### src/rtl/enum_type.sv
// Shared game-control enumerations: command type plus key decoder FSM state and
// the escape-sequence byte constants.
package enum_type;

    typedef enum logic [3:0] {
        NONE,
        LEFT,
        RIGHT,
        DOWN,
        DROP,
        HOLD,
        ROTATE,
        ROTATE_REV,
        BAR
    } state_type;

    typedef enum logic [1:0] {
        K_IDLE,
        K_ESC,
        K_CSI
    } key_fsm_t;

    localparam logic [7:0] ASCII_ESC = 8'h1B;
    localparam logic [7:0] ASCII_CSI = 8'h5B;

endpackage

### src/rtl/key_decoder_key_map.sv
// Pure byte-to-command map: plain single keys, or the final byte of an ANSI
// arrow sequence when is_csi is set. Unknown bytes map to NONE.
module key_map
    import enum_type::*;
(
    input  logic [7:0] key_byte,
    input  logic       is_csi,
    output state_type  key_cmd
);

    always_comb begin
        key_cmd = NONE;
        if (is_csi) begin
            case (key_byte)
                8'h41:   key_cmd = HOLD;
                8'h42:   key_cmd = DOWN;
                8'h43:   key_cmd = RIGHT;
                8'h44:   key_cmd = LEFT;
                default: key_cmd = NONE;
            endcase
        end else begin
            case (key_byte)
                "A", "a":      key_cmd = LEFT;
                "D", "d":      key_cmd = RIGHT;
                "S", "s":      key_cmd = DOWN;
                "W", "w", " ": key_cmd = DROP;
                "C", "c":      key_cmd = HOLD;
                "X", "x":      key_cmd = ROTATE;
                "Z", "z":      key_cmd = ROTATE_REV;
                "B", "b":      key_cmd = BAR;
                default:       key_cmd = NONE;
            endcase
        end
    end

endmodule

### src/rtl/key_decoder.sv
// UART byte stream to one-cycle game command pulses, including ESC '[' X
// arrow sequences guarded by an inter-byte timeout.
module key_decoder
    import enum_type::*;
#(
    parameter int ESC_TIMEOUT = 2_500_000,
    parameter int ERR_W       = 8
) (
    input  logic             clk,
    input  logic             reset_n,
    input  logic             rx_valid,
    input  logic [7:0]       rx_byte,
    input  logic             rx_error,
    output logic             cmd_valid,
    output state_type        cmd,
    output logic             seq_busy,
    output logic [ERR_W-1:0] err_cnt
);

    localparam int TW = $clog2(ESC_TIMEOUT) + 1;
    localparam logic [TW-1:0] TIMER_LAST = TW'(ESC_TIMEOUT - 1);

    key_fsm_t         fsm_q, fsm_d;
    logic [TW-1:0]    timer_q, timer_d;
    logic             cmd_valid_q, cmd_valid_d;
    state_type        cmd_q, cmd_d;
    logic             seq_busy_q, seq_busy_d;
    logic [ERR_W-1:0] err_cnt_q, err_cnt_d;
    logic             err_inc;
    state_type        mapped;

    key_map u_key_map (
        .key_byte (rx_byte),
        .is_csi   (fsm_q == K_CSI),
        .key_cmd  (mapped)
    );

    always_comb begin
        fsm_d       = fsm_q;
        timer_d     = timer_q;
        cmd_valid_d = 1'b0;
        cmd_d       = NONE;
        err_inc     = 1'b0;

        if (rx_error) begin
            // Framing error wins over everything; any coincident byte is dropped.
            fsm_d   = K_IDLE;
            err_inc = 1'b1;
        end else if (rx_valid) begin
            case (fsm_q)
                K_IDLE: begin
                    if (rx_byte == ASCII_ESC) begin
                        fsm_d   = K_ESC;
                        timer_d = '0;
                    end else if (mapped != NONE) begin
                        cmd_valid_d = 1'b1;
                        cmd_d       = mapped;
                    end
                end
                K_ESC: begin
                    if (rx_byte == ASCII_CSI) begin
                        fsm_d   = K_CSI;
                        timer_d = '0;
                    end else if (rx_byte == ASCII_ESC) begin
                        timer_d = '0;
                    end else begin
                        // Broken sequence, but the byte still counts as a plain key.
                        fsm_d   = K_IDLE;
                        err_inc = 1'b1;
                        if (mapped != NONE) begin
                            cmd_valid_d = 1'b1;
                            cmd_d       = mapped;
                        end
                    end
                end
                K_CSI: begin
                    if (mapped != NONE) begin
                        fsm_d       = K_IDLE;
                        cmd_valid_d = 1'b1;
                        cmd_d       = mapped;
                    end else if (rx_byte == ASCII_ESC) begin
                        fsm_d   = K_ESC;
                        timer_d = '0;
                        err_inc = 1'b1;
                    end else begin
                        fsm_d   = K_IDLE;
                        err_inc = 1'b1;
                    end
                end
                default: fsm_d = K_IDLE;
            endcase
        end else if (fsm_q != K_IDLE) begin
            if (timer_q == TIMER_LAST) begin
                // A lone ESC key is legal; an unfinished CSI is an error.
                fsm_d   = K_IDLE;
                err_inc = (fsm_q == K_CSI);
            end else begin
                timer_d = timer_q + 1'b1;
            end
        end

        if (fsm_d == K_IDLE) begin
            timer_d = '0;
        end

        seq_busy_d = (fsm_d != K_IDLE);
        err_cnt_d  = (err_inc && (err_cnt_q != '1)) ? err_cnt_q + 1'b1 : err_cnt_q;
    end

    always_ff @(posedge clk) begin
        if (!reset_n) begin
            fsm_q       <= K_IDLE;
            timer_q     <= '0;
            cmd_valid_q <= 1'b0;
            cmd_q       <= NONE;
            seq_busy_q  <= 1'b0;
            err_cnt_q   <= '0;
        end else begin
            fsm_q       <= fsm_d;
            timer_q     <= timer_d;
            cmd_valid_q <= cmd_valid_d;
            cmd_q       <= cmd_d;
            seq_busy_q  <= seq_busy_d;
            err_cnt_q   <= err_cnt_d;
        end
    end

    assign cmd_valid = cmd_valid_q;
    assign cmd       = cmd_q;
    assign seq_busy  = seq_busy_q;
    assign err_cnt   = err_cnt_q;

endmodule

### config.mk
export PLATFORM = sky130hd
export DESIGN_NAME = key_decoder
export DESIGN_NICKNAME = d
export VERILOG_FILES = /design/src/rtl/enum_type.sv /design/src/rtl/key_decoder_key_map.sv /design/src/rtl/key_decoder.sv
export SDC_FILE = /design/constraint.sdc
export NUM_CORES = 1
export LEC_CHECK = 0
export CORE_MARGIN = 4
export CORE_UTILIZATION = 40
export DETAILED_ROUTE_END_ITERATION = 16
export DONT_BUFFER_PORTS = 1
export GPL_TIMING_DRIVEN = 0
export SKIP_LAST_GASP = 1
export SLEW_MARGIN = 40
export SYNTH_ARGS = -nofsm -noshare
export SYNTH_HDL_FRONTEND = slang
export SYNTH_SLANG_ARGS = --single-unit
### constraint.sdc
create_clock -name clk -period 2.1 [get_ports clk]
set_clock_uncertainty 0.05 [all_clocks]
set_input_delay 0.42 -clock clk [delete_from_list [all_inputs] [get_ports clk]]
set_output_delay 0.42 -clock clk [all_outputs]
set_load 0.01 [all_outputs]
==> impl_metrics.tcl <==
set metrics [dict create \
    drive_above_1_share 0.308 \
    multi_input_area_um2 1780 \
    swShare 0.208 \
    antenna_cells 0 \
    leakage_uw 0.00113 \
    dr.pass1.iters 4 \
    cap_violations 0 \
    fin_nets 364 \
    syn_inst 316 \
    startpoint_type "flip-flop" \
    cts_tree "yes" \
    ys_seq_area_frac 0.306 \
    pin_count 26 \
    synth_compound_area_frac 0.190 \
    clk_pin_slew_ns 0.08 \
    rsz0062_at_grt "yes" \
    netlist.area_leader.share 0.306 \
    grtUsageTotal 0.178 \
    status "finished, violations left" \
    areaGrowthSynthToFinish_pct 28.2 \
    required_ns 2.24 \
    rows 28 \
    final_cells 422 \
    synth_fa_ha_area_frac 0.0295 \
    overflow 0 \
    p_clk_frac 0.472 \
    vias_per_cell 5.92 \
    hold_path_class "input port to flip-flop" \
    switchingPower_uw 330 \
    synthXorXnorAreaFrac 0.0103 \
    clk_latency_ns 0.30 \
    crit_type "flip-flop to flip-flop" \
    ys_async_sr_fraction 0 \
    hpwl_um 4270 \
    avgSynthCellArea_um2 8.06 \
    dieArea_um2 7710 \
    core_area_um2 6060 \
    synth_flop_cell "dfxtp_1" \
    die_w_um 87.8 \
    violations "setup timing" \
    synth_top_family_by_area "simple AND/OR/NAND/NOR gates" \
    hold_violations 0 \
    cp_slowest_cell "or4_4" \
    synth.most_common_cell "dfxtp_1" \
    p_int_uw 1260 \
    gp_congestion 0.775 \
    cts.sinks 39 \
    cp.arrival_ns 2.49 \
    io_buffers 0 \
    clock_tree.root_cell "clkbuf_8" \
    initialDrtViolationCount 184 \
    muxShareOfSynthArea 0.0157 \
    routed_wirelength_um 6750 \
    synth_edf_count 0 \
    start_util 0.420 \
    fill_cells 559 \
    grt_max_degree 13 \
    drc_errors 0 \
    synth-seq-cells 39 \
    setup.worst_path.end_class "flip-flop" \
    fmax_mhz 425 \
    synth_nets 334 \
    p_comb_frac 0.056 \
    grt_pass1_vias 2289 \
    ctsLongestPathBuffers 2 \
    wire_per_inst_um 16.0 \
    synthTopCellsByCount "dfxtp_1 (39), nand2_1 (33), nor2_1 (28)" \
    relSlewSlack 0.494 \
    dp.cells 391 \
    final_area_um2 3270 \
    vias 2499 \
    ys_warn_count 0 \
    ant_nets 0 \
    grt_pass1_wl_um 11000 \
    setup_violations 32 \
    cts-buffers-inserted 5 \
    antenna_found_initial 0 \
    die_h_um 87.8 \
    min_period_over_period 1.12 \
    seq_power_share 0.471 \
    fin_crit_ns 2.35 \
    place_area_um2 2670 \
    yosys-top-cells-area "dfxtp_1 (31%), nand2_1 (4.9%), a21oi_1 (4.5%)" \
    netlist_area_um2 2550 \
    worstPathMaxFanout 7 \
    cts.htree.levels 2 \
    vdd_ir_drop_max_uv 433 \
    worstPathCellList "or4_4 -> nor4_4 -> buf_4 -> buf_6 -> nand4_4 -> a31oi_4 -> nand4_1 -> mux2i_1" \
    synth_top_area_cell "dfxtp_1" \
    final-seq-area_um2 802 \
    yosys.area_share.simple 0.378 \
    power_density_nw_per_um2 485 \
    ys_types 64 \
    maxSlewViolCount 0 \
    layout_setup_ws_ns -0.253 \
    tightest_slew_ns 0.754 \
    max_stage_delay_ns 0.53 \
    p_total_uw 1590 \
]
## path summary, 6_finish.rpt
check | from | end | slack [ns] | depth (start not counted)
worst max-delay path | timer_q[19]$_SDFFE_PP0P_ | err_cnt[3]$_SDFFE_PN0P_ | -0.25 | 8
worst min-delay path | reset_n | err_cnt[5]$_SDFFE_PN0P_ | 0.22 | 2
worst max register to register | timer_q[19]$_SDFFE_PP0P_ | err_cnt[3]$_SDFFE_PN0P_ | -0.25 | 8
worst min register to register | timer_q[8]$_SDFFE_PP0P_ | timer_q[8]$_SDFFE_PP0P_ | 0.47 | 2
## worst max-delay path: cells and delay by family, from the launching register on
| family | cells | cell delay [ns] |
|---|---|---|
| compound gates | 1 | 0.31 |
| flops | 1 | 0.38 |
| mux | 1 | 0.15 |
| buf+inv | 2 | 0.31 |
| simple gates | 4 | 1.07 |
## cell usage in the layout (no fill, tap or decap), types with 3 or more instances in the layout
cell type	synthesis	final
nand2_1	33	31
dfxtp_1	39	28
nor2_1	28	24
a21oi_1	23	16
buf_4	3	16
nand3_1	16	13
o21ai_0	14	13
buf_6	5	12
or3_1	11	11
and3_1	10	10
nand3b_1	10	10
nand4_1	9	9
clkbuf_8	3	8
a31oi_1	11	8
dfxtp_2	0	8
a21oi_2	0	7
inv_1	7	6
nor3_2	2	6
clkbuf_1	6	5
nor4b_1	5	5
ha_1	6	5
nor3_1	8	4
nand2b_1	4	4
mux2i_1	4	4
or2_2	3	3
nand4b_1	3	3
a41oi_1	3	3
nor2_4	0	3
buf_8	0	3
o21ai_1	2	3
a31oi_4	1	3
dfxtp_4	0	3
## area by class of cell
| cell class | count | area share |
|---|---|---|
| tap | 75 | 0.0287 |
| buffer | 16 | 0.0475 |
| sequential | 39 | 0.245 |
| clock inverter | 2 | 0.0184 |
| inverter | 7 | 0.00804 |
| timing repair buffer | 26 | 0.0839 |
| multi-input combinational | 251 | 0.546 |
| clock buffer | 6 | 0.0222 |
## cells by family after synthesis
family | Yosys count
muxes | 4
buffers and inverters | 26
DFF | 39
adders and majority gates | 6
AOI/OAI and AO/OA | 72
and+or+nand+nor | 166
xor gates and xnor gates | 3
## routing by layer
| layer | part of all wire | vias up | track usage |
|---|---|---|---|
| li1 | - | 1229 | - |
| met1 | 0.47 | 1194 | 0.243 |
| met2 | 0.46 | 68 | 0.281 |
| met3 | 0.056 | 8 | 0.0357 |
| met4 | 0.012 | 0 | 0.0544 |
| met5 | 0 | - | 0 |
## power by group through the flow
stage	registers, uW	logic [uW]	clock network (uW)
detailed placement	769	75.5	0
floorplan	768	62.1	0
global placement	769	74.1	0
finish	748	89.4	749
CTS	749	79.6	766
global route	749	99.5	808
## sequential cells by signal, summed over array words and instances (netlist names)
name,flops
fsm_q,2
cmd,4
cmd_valid,1
seq_busy,1
err_cnt,8
timer_q,23
## metrics by stage
step                hold WS, ns   util  setup slack, ns  setup TNS, ns
floorplan                 0.418      -          -0.0668          -1.40
global placement          0.450  0.438           -0.358          -8.75
detailed placement        0.454  0.440           -0.318          -8.20
CTS                       0.217  0.506           -0.200          -5.19
global route              0.217  0.539           -0.340          -9.50
finish                    0.219  0.539           -0.253          -5.77
## repair_timing
item                       CTS  global route
cloned                       2             1
setup endpoints to repair   32            32
pin swaps                   11            16
hold buffers                 0             0
buffers inserted            15             8
gates resized for setup     40            32
(Power assumes the default switching activity.)
==> patch 1, RTL diff (same flow settings) <==
The parameter `ESC_TIMEOUT` goes from 2_500_000 to 1_250_000.
--- a/src/rtl/key_decoder.sv
+++ b/src/rtl/key_decoder.sv
@@ -5,3 +5,3 @@
 #(
-    parameter int ESC_TIMEOUT = 2_500_000,
+    parameter int ESC_TIMEOUT = 1_250_000,
     parameter int ERR_W       = 8
Formal check against the unedited RTL: no difference found for any inputs over 10 cycles, from zero or initial values and one cycle with reset_n low; that may be too few to reach the edited logic, so the function may still have changed.
==> patch 1 against the unedited design <==
The run still ends with negative setup slack left. Wire length decreased by 0.64%. Power decreased by 8.2%. Cell area decreased by 4.2%. Worst setup slack improved by 0.15 ns. Critical path depth increased by 1. Synthesized cell count decreased by 2.2%. Critical endpoint is now timer_q[6]$_SDFFE_PP0P_. Sequential cell count decreased by 1. Highest routed layer unchanged. Area after synthesis decreased by 5.3%.
==> patch 1: results (changes against the unedited design) <==
----------------------------------------------------
[Pwr]
  Leakage Power ... 0.978 nW (-14%)
  Worst vdd rail ir drop ... 0.224 mV (-48%)

[Placement]
  Placed cell area ... 2570 um^2 (-3.6%)
  Final GP Congestion ... 0.836 (+7.9%)
  Post-place setup slack ... -0.436 ns (-0.118 ns)
  Hpwl dp ... 4.29 mm (+0.51%)

[Synthesis]
  Portion of netlist area occupied by mux cells ... 0.0332 (+0.0175)
  Fraction of the yosys area taken by sequential cells ... 0.315 (+0.00871)
  Synthesized-area fraction occupied by xor and xnor cells ... 0.0254 (+0.0151)
  Share of synthesized cell area in full adder, half adder and majority cells ... 0.0311 (+0.00163)
  Compound-Gate Fraction of Synth Area ... 0.194 (+0.00432)

[Global route]
  Via count of the first global-routing pass ... 2173 (-5.1%)
  First-pass GRT wire length ... 10.6 mm (-4.2%)
  Tot GR Track Use ... 0.178 (+0.000434)

[Timing]
  Setup Viol. Count Final ... 31 (-3.1%)
  Sum of negative setup slack ... -1.89 ns (+3.89 ns)
  Worst Max-Slew Pin Slew ... 0.581 ns (-0.173 ns)
  Final critical-path setup slack ... -0.0986 ns (+0.154 ns)

[Cells and area]
  Number of nets in the final layout ... 350 (-3.8%)
  Share of layout cells above drive strength 1 ... 0.321 (+0.0130)

[Outcome]
  Outcome ... finished with violations
  Failing checks ... negative setup slack

[Routing]
  Iteration count of the initial detailed-routing pass ... 5 (+1)
  Drt total wl ... 6.71 mm (-0.64%)
  Number of DRC markers after the initial detailed-route iteration ... 179 (-2.7%)
  Vias after detailed routing ... 2465 (-1.4%)

[Critical path]
  Worst Setup SP ... timer_q[13]$_SDFFE_PP0P_
  CP arrival ... 2.32 ns (-0.17 ns)

----------------------------------------------------
## patch 1: cell types whose count changed in the layout (fill, tap and decap cells not counted), moves of 5 or more
cell,before,now
sky130_fd_sc_hd__or3_1,11,1
sky130_fd_sc_hd__nor3_1,4,13
sky130_fd_sc_hd__a21oi_2,7,14
sky130_fd_sc_hd__nand3b_1,10,3
sky130_fd_sc_hd__buf_4,16,10
sky130_fd_sc_hd__nand2b_1,4,10
sky130_fd_sc_hd__nor2_1,24,18
sky130_fd_sc_hd__nor4b_1,5,0
sky130_fd_sc_hd__o21ai_0,13,8
## patch 1: worst max-delay path: stages (launching register included)
cell                        delay, ns
sky130_fd_sc_hd__dfxtp_4         0.35
sky130_fd_sc_hd__or4b_4          0.53
sky130_fd_sc_hd__nor4_4          0.18
sky130_fd_sc_hd__buf_6           0.18
sky130_fd_sc_hd__nand3b_1        0.09
sky130_fd_sc_hd__o2bb2ai_2       0.15
sky130_fd_sc_hd__nor3b_4         0.18
sky130_fd_sc_hd__buf_6           0.17
sky130_fd_sc_hd__buf_6           0.14
sky130_fd_sc_hd__nor3_1          0.05
## patch 1: cell families (layout without fill, tap and decap cells)
kind of cell	count (synthesis)	after routing
AND/OR/NAND/NOR	154	154
AO/OA/AOI/OAI	75	75
flip-flops	38	38
buffers and inverters	21	45
multiplexers	8	8
XOR/XNOR	7	7
adder cells (fa/ha/maj)	6	6
## patch 1: power by group
part,switching (mW),internal [mW],total (mW)
combinational,0.0581,0.0416,0.0996
sequential,0.00703,0.718,0.725
clock,0.281,0.350,0.631
total,0.346,1.11,1.46
## patch 1: timing repair
action	4_1_cts	5_1_grt
pin swaps	13	9
gates cloned	2	1
endpoints found under the hold margin	0	0
endpoints found under the setup margin	31	32
buffers inserted	11	3
resized for setup	44	56
## patch 1: path summary, 6_finish.rpt
kind	endpoint	slack [ns]
setup / recovery	timer_q[6]$_SDFFE_PP0P_	-0.1
hold / removal	err_cnt[2]$_SDFFE_PN0P_	0.22
setup reg to reg	timer_q[6]$_SDFFE_PP0P_	-0.1
hold reg to reg	timer_q[5]$_SDFFE_PP0P_	0.44
## patch 1: area by class of cell
| type | count | area (um^2) |
|---|---|---|
| timing repair buffer | 17 | 154 |
| clock buffer | 5 | 68.8 |
| tap | 75 | 93.8 |
| buffer | 12 | 114 |
| clock inverter | 3 | 40.0 |
| inverter | 8 | 32.5 |
| fill | 546 | 2760 |
| multi-input combinational | 250 | 1840 |
| sequential | 38 | 790 |
## patch 1: metal layers
metal / vias up / GRT usage / wire length (um) / share of wire
li1: 1188 / - / - / -
met1: 1180 / 0.243 / 3020 / 0.45
met2: 85 / 0.285 / 3130 / 0.47
met3: 12 / 0.0384 / 471 / 0.070
met4: 0 / 0.0460 / 90 / 0.013
met5: - / 0 / 0 / 0
==> patch 2, RTL diff (config.mk and constraints unchanged) <==
Made on the original files. The output `seq_busy` loses its register stage (`seq_busy_q` becomes a continuous assignment).
--- a/src/rtl/key_decoder.sv
+++ b/src/rtl/key_decoder.sv
@@ -115,3 +115,2 @@
             cmd_q       <= NONE;
-            seq_busy_q  <= 1'b0;
             err_cnt_q   <= '0;
@@ -122,3 +121,2 @@
             cmd_q       <= cmd_d;
-            seq_busy_q  <= seq_busy_d;
             err_cnt_q   <= err_cnt_d;
@@ -126,2 +124,4 @@
     end
+
+    assign seq_busy_q = seq_busy_d;
 
Check against the original RTL: not equivalent (a bounded check fails within 4 cycles, from zero or initial values and one cycle with reset_n low).
==> patch 2 against the unedited design <==
The run still ends with negative setup slack left. Utilization shrank 2.6 points. Critical endpoint is now seq_busy. Cell area is 5.9% lower. Area after synthesis down 2.0%. Wire length down 0.96%. Sequential power fell by 3.1%. Worst setup slack better by 0.087 ns. Fmax up 3.8%. Combinational power increased by 3.7%. Via count down 2.2%. Largest cell class unchanged. Sequential cell count is 1 lower. Die area decreased by 1.8%. Power down 15%. Cell count decreased by 3.6%.
==> patch 2: results (changes against the unedited design) <==
----------------------------------------------------
[Placement]
  Post-place setup slack ... -0.372 ns (-0.0539 ns)
  Hpwl dp ... 4.35 mm (+1.8%)
  Final GP Congestion ... 0.878 (+13%)
  Count of input and output buffers ... 0 (unchanged)

[Synthesis]
  Net Count, Synth ... 325 (-2.7%)
  Fraction of registers with async set or reset after synthesis ... 0 (unchanged)
  Fraction of the yosys area taken by sequential cells ... 0.305 (-0.00172)
  Top cells by instance count after synthesis ... sky130_fd_sc_hd__dfxtp_1 (38), sky130_fd_sc_hd__nor2_1 (36), sky130_fd_sc_hd__a21oi_1 (25)
  Leading post-synthesis cells by cell area ... sky130_fd_sc_hd__dfxtp_1 (30%), sky130_fd_sc_hd__nor2_1 (5.4%), sky130_fd_sc_hd__a21oi_1 (5.0%)
  Unique masters post-synth ... 60 (-6.3%)
  Yosys Warn Count ... 0 (unchanged)

[Critical path]
  CP arrival ... 1.80 ns (-0.69 ns)
  Critical path fanouts, max ... 6 (-1)
  Depth of the most critical reg-to-reg path ... 9 (+1)

[Pwr]
  Leakage Power ... 1.13 nW (-0.57%)
  Net load switching power ... 0.328 mW (-0.35%)
  Worst vdd rail ir drop ... 0.258 mV (-40%)

[Clocking]
  Register clock-pin slew on the reported worst setup and hold paths ... 0.08 ns (about the same)
  Number of buffers created by CTS ... 5 (unchanged)
  Clock Tree Root ... sky130_fd_sc_hd__clkbuf_8
  Level count of the clock H-tree ... 2 (unchanged)
  Clock network latency to the later pin of the worst-skew pair ... 0.30 ns (about the same)
  Max Root-Sink Buffers ... 2 (unchanged)

[Routing]
  Iteration count of the initial detailed-routing pass ... 4 (unchanged)
  Average routed wire per standard cell ... 16.4 um (+2.7%)
  Vias after detailed routing ... 2445 (-2.2%)
  Number of DRC markers after the initial detailed-route iteration ... 134 (-27%)

[Global route]
  Tot GR Track Use ... 0.183 (+0.00530)
  Leftover overflow at the end of global routing ... 0 (unchanged)
  Maximum number of pins on one net before global-route repair ... 12 (-1)
  Antenna violations before repair ... 0 (unchanged)
  First-pass GRT wire length ... 11.2 mm (+1.3%)
  Via count of the first global-routing pass ... 2315 (+1.1%)

[Timing]
  Worst Max-Slew Pin Slew ... 0.557 ns (-0.197 ns)
  Number of hold violations in the final report ... 0 (unchanged)
  Setup Viol. Count Final ... 27 (-16%)
  Final critical-path setup slack ... -0.166 ns (+0.0871 ns)
  Sum of negative setup slack ... -1.07 ns (+4.70 ns)

[Cells and area]
  Layout filler cell count ... 564 (+0.89%)
  Number of nets in the final layout ... 349 (-4.1%)
  Register with the highest flop count ... timer_q
  Flip-flop count of the largest register, all copies and words added ... 23 (unchanged)
  Share of layout cells above drive strength 1 ... 0.256 (-0.0523)
  Number of antenna cells inserted ... 0 (unchanged)

[Hold path]
  Type of the most critical hold path ... in2reg
  Depth of the worst hold-timing path ... 2 (unchanged)

[Outcome]
  Outcome ... finished with violations
  Failing checks ... negative setup slack

----------------------------------------------------
## patch 2: cell families (layout without fill, tap and decap cells)
kind of cell	after synthesis	count (layout)	synth area share
buffers and inverters	26	50	0.0561
AO/OA/AOI/OAI	95	95	0.280
multiplexers	6	6	0.0241
AND/OR/NAND/NOR	134	135	0.298
adder cells (fa/ha/maj)	6	6	0.0301
XOR/XNOR	2	2	0.00702
flip-flops	38	38	0.305
## patch 2: what timing repair did
| action | in CTS | in global routing |
|---|---|---|
| pin swaps | 12 | 2 |
| cloned | 3 | 1 |
| endpoints found under the setup margin | 32 | 32 |
| buffers inserted | 16 | 1 |
| hold buffers | 0 | 0 |
| resized for setup | 41 | 7 |
## patch 2: cell type report
cell class / instances / share of cell area
Tap cell: 75 / 0.0305
Buffer: 13 / 0.0330
Clock buffer: 7 / 0.0281
Inverter: 9 / 0.0118
Clock inverter: 1 / 0.00163
Multi-Input combinational cell: 244 / 0.587
Sequential cell: 38 / 0.254
Timing Repair Buffer: 20 / 0.0537
## patch 2: metrics by stage
stage	std cells	util	instance area [um^2]	hold WS [ns]
6_report	407	0.513	3070	0.227
5_1_grt	407	0.513	3070	0.238
4_1_cts	405	0.509	3050	0.223
3_5_place_dp	382	0.443	2650	0.401
3_3_place_gp	382	0.443	2650	0.402
2_1_floorplan	307	-	2560	0.377
## patch 2: worst paths after layout
kind	from	end	slack, ns
hold reg to reg	timer_q[8]$_SDFFE_PP0P_	timer_q[8]$_SDFFE_PP0P_	0.42
setup reg to reg	timer_q[0]$_SDFFE_PP0P_	err_cnt[6]$_SDFFE_PN0P_	-0.08
setup / recovery	timer_q[15]$_SDFFE_PP0P_	seq_busy	-0.17
hold / removal	reset_n	err_cnt[3]$_SDFFE_PN0P_	0.23
## patch 2: critical path, stage by stage, from the launching register on
cell	delay, ns
sky130_fd_sc_hd__dfxtp_1	0.37
sky130_fd_sc_hd__nor4_4	0.32
sky130_fd_sc_hd__nand4_1	0.19
sky130_fd_sc_hd__o41a_1	0.37
sky130_fd_sc_hd__o21ai_2	0.10
sky130_fd_sc_hd__o311ai_4	0.15
## patch 2: power groups by stage
stage / registers (mW) / logic (mW) / clock network, mW
floorplan: 0.746 / 0.0716 / 0
CTS: 0.727 / 0.0898 / 0.545
detailed placement: 0.748 / 0.0845 / 0
global placement: 0.748 / 0.0842 / 0
finish: 0.725 / 0.0927 / 0.533
global route: 0.726 / 0.103 / 0.576
## patch 2: routing by layer
metal	GRT usage	part of all wire
met2	0.286	0.45
met1	0.248	0.49
met4	0.0581	0.014
met3	0.0435	0.043
met5	0	0
